## config.mk

```make
export PLATFORM = sky130hd
export DESIGN_NAME = alu_share_arb
export DESIGN_NICKNAME = d
export VERILOG_FILES = /design/src/rtl/alu_share_arb.sv
export SDC_FILE = /design/constraint.sdc
export NUM_CORES = 1
export LEC_CHECK = 0
export ABC_CLOCK_PERIOD_IN_PS = 1700
export CAP_MARGIN = 20
export CELL_PAD_IN_SITES_DETAIL_PLACEMENT = 1
export CELL_PAD_IN_SITES_GLOBAL_PLACEMENT = 1
export CORE_ASPECT_RATIO = 1.75
export CORE_UTILIZATION = 25
export CTS_BUF_LIST = sky130_fd_sc_hd__clkbuf_16
export DETAILED_ROUTE_END_ITERATION = 8
export PLACE_DENSITY = 0.76
export SYNTH_ARGS = -nofsm -noshare
export SYNTH_HDL_FRONTEND = slang
export SYNTH_SLANG_ARGS = --single-unit
```

## constraint.sdc

```tcl
create_clock -name clk -period 1.7 [get_ports clk]
set_clock_uncertainty 0.15 [all_clocks]
set_input_delay 0.34 -clock clk [delete_from_list [all_inputs] [get_ports clk]]
set_output_delay 0.34 -clock clk [all_outputs]
set_load 0.02 [all_outputs]
```

## src/rtl/alu_share_arb.sv

```systemverilog
// Round-robin arbiter/sequencer time-sharing one external ALU between two requesters.
// Define ALU_SHARE_FIXED_PRIO_EN to make requester 0 always win a tie instead of round-robin.
module alu_share_arb #(
    parameter int WIDTH  = 32,
    parameter int CTRL_W = 3
) (
    input  logic                  clk,
    input  logic                  rst,
    input  logic [1:0]            req_valid,
    output logic [1:0]            req_ready,
    input  logic [2*WIDTH-1:0]    req_a,
    input  logic [2*WIDTH-1:0]    req_b,
    input  logic [2*CTRL_W-1:0]   req_ctrl,
    output logic [1:0]            rsp_valid,
    input  logic [1:0]            rsp_ready,
    output logic [WIDTH-1:0]      rsp_result,
    output logic [3:0]            rsp_flags,
    output logic [WIDTH-1:0]      alu_a,
    output logic [WIDTH-1:0]      alu_b,
    output logic [CTRL_W-1:0]     alu_ctrl,
    input  logic [WIDTH-1:0]      alu_result,
    input  logic [3:0]            alu_flags,
    output logic [1:0]            dbg_state
);

    // Handshakes: a transfer happens on a rising edge where valid and ready are both
    // high; the source holds valid and payload stable until then, and ready never
    // depends on a ready of the same channel.
    typedef enum logic [1:0] {
        ST_IDLE = 2'd0,
        ST_EXEC = 2'd1,
        ST_RESP = 2'd2
    } state_t;

    state_t              state_q, state_d;
    logic                gnt_q, gnt_d;
    logic                last_q, last_d;
    logic [WIDTH-1:0]    alu_a_q, alu_a_d;
    logic [WIDTH-1:0]    alu_b_q, alu_b_d;
    logic [CTRL_W-1:0]   alu_ctrl_q, alu_ctrl_d;
    logic [WIDTH-1:0]    rsp_result_q, rsp_result_d;
    logic [3:0]          rsp_flags_q, rsp_flags_d;
    logic [1:0]          rsp_valid_q, rsp_valid_d;

    logic                tie_pick;
    logic                grant_id;
    logic                grant_vld;
    logic                accept;
    logic                rsp_done;

    // Grant selection; only meaningful while idle.
    always_comb begin
`ifdef ALU_SHARE_FIXED_PRIO_EN
        tie_pick = 1'b0;
`else
        tie_pick = ~last_q;
`endif
        grant_id  = 1'b0;
        grant_vld = 1'b0;
        case (req_valid)
            2'b01: begin
                grant_id  = 1'b0;
                grant_vld = 1'b1;
            end
            2'b10: begin
                grant_id  = 1'b1;
                grant_vld = 1'b1;
            end
            2'b11: begin
                grant_id  = tie_pick;
                grant_vld = 1'b1;
            end
            default: begin
                grant_id  = 1'b0;
                grant_vld = 1'b0;
            end
        endcase
    end

    // State register
    always_ff @(posedge clk or negedge rst) begin
        if (!rst) begin
            state_q <= ST_IDLE;
        end else begin
            state_q <= state_d;
        end
    end

    // Next-state logic
    always_comb begin
        state_d = state_q;
        case (state_q)
            ST_IDLE: begin
                if (accept) begin
                    state_d = ST_EXEC;
                end
            end
            ST_EXEC: begin
                state_d = ST_RESP;
            end
            ST_RESP: begin
                if (rsp_done) begin
                    state_d = ST_IDLE;
                end
            end
            default: begin
                state_d = ST_IDLE;
            end
        endcase
    end

    // Output / control decode; ready is forced low while reset is asserted.
    always_comb begin
        req_ready = 2'b00;
        if ((state_q == ST_IDLE) && rst && grant_vld) begin
            req_ready = grant_id ? 2'b10 : 2'b01;
        end
        accept   = |(req_valid & req_ready);
        rsp_done = (state_q == ST_RESP) && rsp_ready[gnt_q];
    end

    // Datapath next values
    always_comb begin
        gnt_d        = gnt_q;
        last_d       = last_q;
        alu_a_d      = alu_a_q;
        alu_b_d      = alu_b_q;
        alu_ctrl_d   = alu_ctrl_q;
        rsp_result_d = rsp_result_q;
        rsp_flags_d  = rsp_flags_q;
        rsp_valid_d  = rsp_valid_q;
        if (accept) begin
            gnt_d      = grant_id;
            alu_a_d    = grant_id ? req_a[2*WIDTH-1:WIDTH]    : req_a[WIDTH-1:0];
            alu_b_d    = grant_id ? req_b[2*WIDTH-1:WIDTH]    : req_b[WIDTH-1:0];
            alu_ctrl_d = grant_id ? req_ctrl[2*CTRL_W-1:CTRL_W] : req_ctrl[CTRL_W-1:0];
        end
        if (state_q == ST_EXEC) begin
            rsp_result_d = alu_result;
            rsp_flags_d  = alu_flags;
            rsp_valid_d  = gnt_q ? 2'b10 : 2'b01;
        end
        if (rsp_done) begin
            rsp_valid_d = 2'b00;
            last_d      = gnt_q;
        end
    end

    always_ff @(posedge clk or negedge rst) begin
        if (!rst) begin
            gnt_q        <= 1'b0;
            last_q       <= 1'b1;
            alu_a_q      <= '0;
            alu_b_q      <= '0;
            alu_ctrl_q   <= '0;
            rsp_result_q <= '0;
            rsp_flags_q  <= '0;
            rsp_valid_q  <= 2'b00;
        end else begin
            gnt_q        <= gnt_d;
            last_q       <= last_d;
            alu_a_q      <= alu_a_d;
            alu_b_q      <= alu_b_d;
            alu_ctrl_q   <= alu_ctrl_d;
            rsp_result_q <= rsp_result_d;
            rsp_flags_q  <= rsp_flags_d;
            rsp_valid_q  <= rsp_valid_d;
        end
    end

    assign alu_a      = alu_a_q;
    assign alu_b      = alu_b_q;
    assign alu_ctrl   = alu_ctrl_q;
    assign rsp_result = rsp_result_q;
    assign rsp_flags  = rsp_flags_q;
    assign rsp_valid  = rsp_valid_q;
    assign dbg_state  = state_q;

endmodule

```

Word level (Yosys, flattened, before mapping) --
Cells that the tools add are included.
Storage, ports and cells: register bits 109, input port bits 176, output and inout port bits 109, word-level logic and storage cells 42
Cells by class: $lt $le $gt $ge 1, equal/unequal tests 7, mux-type cells 15, bitwise gates (word level) 2, reduce and logical (&&, ||, !) cells 8
Operator list (count):
- 2-to-1 mux 32 bit | 2
- 2-to-1 mux 2 bit | 7
- == test 2 bit, second input constant | 3
- case mux 2 bit (3 select lines) | 1
- == test 2 x 1 -> 1 bit, second input constant | 2
- inequality test 2 bit, second input constant | 2
- logical AND 1 bit | 3
- 2-to-1 mux 1 bit | 3
- 2-to-1 mux 3 bit | 1
- OR reduction 3 bit | 1
- bitwise AND 2 bit | 1
- logical NOT 2 bit | 1
- < comparator 1 x 2 -> 1 bit, second input constant | 1
- case mux 1 bit (2 select lines) | 1
- AND reduction 2 bit | 1
- nonzero test 2 bit | 1
- OR reduction 2 bit | 1
- NOT 1 bit | 1

Logic depth before layout (Yosys ltp) --
depth after elaboration 9, mapped depth 7, mapped depth without buffers 3

Worst setup path before layout --
Ideal clock, no wire load.
path type register -> output, from register state_q[0] (netlist: dbg_state[0]), to output req_ready[0], arrival 1.875 ns, data required time 1.210 ns, path slack -0.665 ns, stages on the path, launching flop included 7, buffers on the path 4, cells stage by stage dfrtp_1 -> buf_6 -> or3b_1 -> buf_2 -> buf_6 -> buf_6 -> nor3b_1
Between the ends: word-level cells in the longest chain between the ends 4
RTL lines:
- start, declared | line 35 | state_t state_q, state_d;
- start signal, assigned | line 85 | state_q <= state_d;
- logical NOT 2 bit | line 115 | if ((state_q == ST_IDLE) && rst && grant_vld) begin
- logical AND 1 bit (2 in a row) | line 115
- 2-to-1 mux 2 bit | line 115
- end, declared | line 10 | output logic [1:0] req_ready,
Every way passes these cells.

Worst setup path in the final report --
from register state_q[1] (netlist: dbg_state[1]), to output req_ready[0]
Same word-level chain as after synthesis.

==> impl_metrics.json <==
{
  "path_cells": "or3b_4 -> nor3b_4 -> buf_6",
  "fillers": 2104,
  "p_clk_frac": 0.149,
  "first_global_vias": 5550,
  "drc": 0,
  "netlist_area_um2": 4880,
  "synth_top_family_by_area": "simple AND/OR/NAND/NOR gates",
  "die_w_um": 108,
  "clk_path_buf_depth": 2,
  "start_util": 0.255,
  "violations": "setup timing",
  "post-route-period-util": 1.19,
  "power.density_nw_per_um2": 1630,
  "cpPeakStageDelay_ns": 0.44,
  "setup_viol": 89,
  "core-area_um2": 19100,
  "critPathLaunchType": "register",
  "dieArea_um2": 20100,
  "seq_power_share": 0.322,
  "crit_fanout": 3,
  "portBuffers": 284,
  "grt_pass1_wl_mm": 31.0,
  "synth-xor-area-share": 0,
  "tightest_slew_ns": 0.988,
  "slew_headroom": 0.341,
  "cts_max_level": 3,
  "grt_overflow": 0,
  "min_period_ns": 2.03,
  "postRouteAntennaNets": 0,
  "grt.total_usage": 0.204,
  "cap_viol_max_count": 0,
  "hpwl_mm": 13.7,
  "antenna_found_initial": 1,
  "vias_per_cell": 5.10,
  "clock.fmax_mhz": 493,
  "drive_above_1_share": 0.196,
  "initialDrtViolationCount": 175,
  "p_sw_mw": 5.73,
  "worst_ep_required_time_ns": 1.21,
  "clock_latency_ns": 0.34,
  "dp.cells": 920,
  "synth_compound_area_frac": 0.150,
  "yosysSeqAreaShare": 0.560,
  "io_pins": 285,
  "leakage_nw": 3.88,
  "arrival_ns": 1.54,
  "dr.pass1.iters": 4,
  "syn_nets": 594,
  "fin_nets": 892,
  "synthAdderAreaFrac": 0,
  "area_growth_pct": 80.9,
  "outcome": "finished, violations left",
  "grt_max_degree": 78,
  "hold_path.class": "primary input to async pin",
  "rsz0062_at_grt": "yes",
  "numCtsBuffers": 9,
  "drv_slew": 0,
  "synthDistinctLibCells": 26,
  "sw_frac_of_total": 0.398,
  "pre_cts_ws_ns": -0.582,
  "globalplace.congestion": 0.761,
  "routedWlPerCell_um": 22.2,
  "cts_tree": "built",
  "crit_path_top_delay_cell": "dfrtp_2",
  "cts_root_buf": "clkbuf_16",
  "cp-end-kind": "output port",
  "die_h_um": 187,
  "crit_type": "register to output port",
  "layoutNonFillerInstCount": 963,
  "synthMuxAreaShare": 0.0831,
  "combPwrFrac": 0.530,
  "cts.clk_slew.worst_paths_ns": 0.07,
  "ys_ff_latch": 109,
  "vdd_ir_drop_max_mv": 0.754,
  "drt_wl_total_mm": 21.4,
  "synth-simple-area-share": 0.161,
  "clock_sinks": 109,
  "finalHoldViolations": 0,
  "num_rows": 67,
  "synth_warnings": 0,
  "synth_cells": 418,
  "intPower_mw": 8.67,
  "vias": 4907,
  "synth_area_per_cell_um2": 11.7,
  "fin_ws_ns": -0.329
}
through the flow:
stage	hold slack (ns)	utilization	TNS (ns)	instance area [µm²]	power [mW]
6_report	0.114	0.462	-14.22	8820	14.4
5_1_grt	0.201	0.462	-20.53	8820	15.2
4_1_cts	0.162	0.454	-18.03	8680	14.2
3_5_place_dp	0.295	0.422	-30.02	8070	12.2
3_3_place_gp	0.274	0.422	-28.05	8070	12.0
2_1_floorplan	-0.106	-	-2.53	4940	8.33
power groups by stage:
| stage | Clock, mW | Combinational, mW | Sequential, mW |
|---|---|---|---|
| 2_1_floorplan | 0 | 2.24 | 6.09 |
| 3_3_place_gp | 0 | 7.39 | 4.60 |
| 3_5_place_dp | 0 | 7.57 | 4.67 |
| 4_1_cts | 2.21 | 7.37 | 4.61 |
| 5_1_grt | 2.32 | 8.07 | 4.80 |
| 6_report | 2.14 | 7.63 | 4.63 |
Yosys cell counts, drive strengths merged:
cell / instances / share of area
or3b: 1 / 0.0018
nor3: 67 / 0.088
inv: 1 / 0.00077
dfstp: 1 / 0.0054
dfrtp: 108 / 0.55
nor2: 3 / 0.0023
nor2b: 3 / 0.0038
and3: 1 / 0.0013
o21ai: 3 / 0.0031
nand2b: 2 / 0.0026
nor3b: 2 / 0.0041
a21o: 2 / 0.0031
mux2: 36 / 0.083
clkbuf: 22 / 0.017
nand3: 1 / 0.0010
a211oi: 1 / 0.0015
nand3b: 1 / 0.0015
buf: 22 / 0.029
a221oi: 1 / 0.0018
nand2: 70 / 0.054
a21oi: 3 / 0.0031
a221o: 67 / 0.14
placed cells by master, fill, tap and decap left out, drive strengths merged:
cell type      synthesis  final
clkdlybuf4s50          0    172
dfrtp                108    108
dlygate4sd2            0    106
nand2                 70     70
a221o                 67     67
nor3                  67     67
buf                   22     45
mux2                  36     36
clkbuf                22     14
nor2b                  3      4
o21ai                  3      4
nor2                   3      3
a21oi                  3      3
inv                    1      3
clkinv                 0      3
nor3b                  2      2
a21o                   2      2
nand2b                 2      2
diode                  0      1
or3b                   1      1
and3                   1      1
a221oi                 1      1
nand3                  1      1
nand3b                 1      1
a211oi                 1      1
clkinvlp               0      1
bufinv                 0      1
dlygate4sd3            0      1
dfstp                  1      1
worst paths after layout:
kind                       cells after the start  slack, ns                       start                         end
min in group clk                               1       0.35  rsp_result[10]$_DFFE_PN0P_  rsp_result[10]$_DFFE_PN0P_
setup / recovery                               3      -0.33    dbg_state[1]$_DFFE_PN0P_                req_ready[0]
max in group asynchronous                      2       0.63                         rst    dbg_state[0]$_DFFE_PN0P_
setup reg to reg                               7      -0.28    dbg_state[1]$_DFFE_PN0P_       alu_b[23]$_DFFE_PN0P_
hold / removal                                 2       0.11                         rst       alu_a[30]$_DFFE_PN0P_
hold reg to reg                                1       0.35  rsp_result[10]$_DFFE_PN0P_  rsp_result[10]$_DFFE_PN0P_
critical path, delay by kind of cell, from the launching register on:
kind                   cells  cell delay [ns]
buffers and inverters      1             0.14
flip-flops                 1             0.44
AND/OR/NAND/NOR            2             0.61
metal layers:
metal | part of all wire | global-route usage
met5 | 0 | 0
met4 | 0.042 | 0.100
met3 | 0.050 | 0.0423
met2 | 0.55 | 0.372
met1 | 0.36 | 0.217
layout make-up:
class | instances | area, µm² | area share
inverter | 1 | 3.75 | 0.000425
antenna | 1 | 2.50 | 0.000284
clock inverter | 7 | 73.8 | 0.00837
tap | 241 | 302 | 0.0342
sequential | 109 | 2730 | 0.310
clock buffer | 9 | 225 | 0.0255
multi-input combinational | 266 | 2100 | 0.238
timing repair buffer | 329 | 3380 | 0.383
sequential cells by signal (all words and copies together) (netlist names):
register    cells
rsp_valid       2
alu_ctrl        3
rsp_flags       4
alu_b          32
dbg_state       2
rsp_result     32
last_q          1
alu_a          32
gnt_q           1
repair_timing:
item,CTS,global route
pin swaps,6,5
endpoints found under the setup margin,177,107
gates cloned,9,8
setup buffers,10,3
gates resized for setup,149,28
hold buffers,1,0
hold endpoints to repair,32,0
logic make-up after synthesis:
logic type / after synthesis
compound gates: 77
buf+inv: 45
flops: 109
mux: 36
simple gates: 151
(Power assumes the default switching activity.)
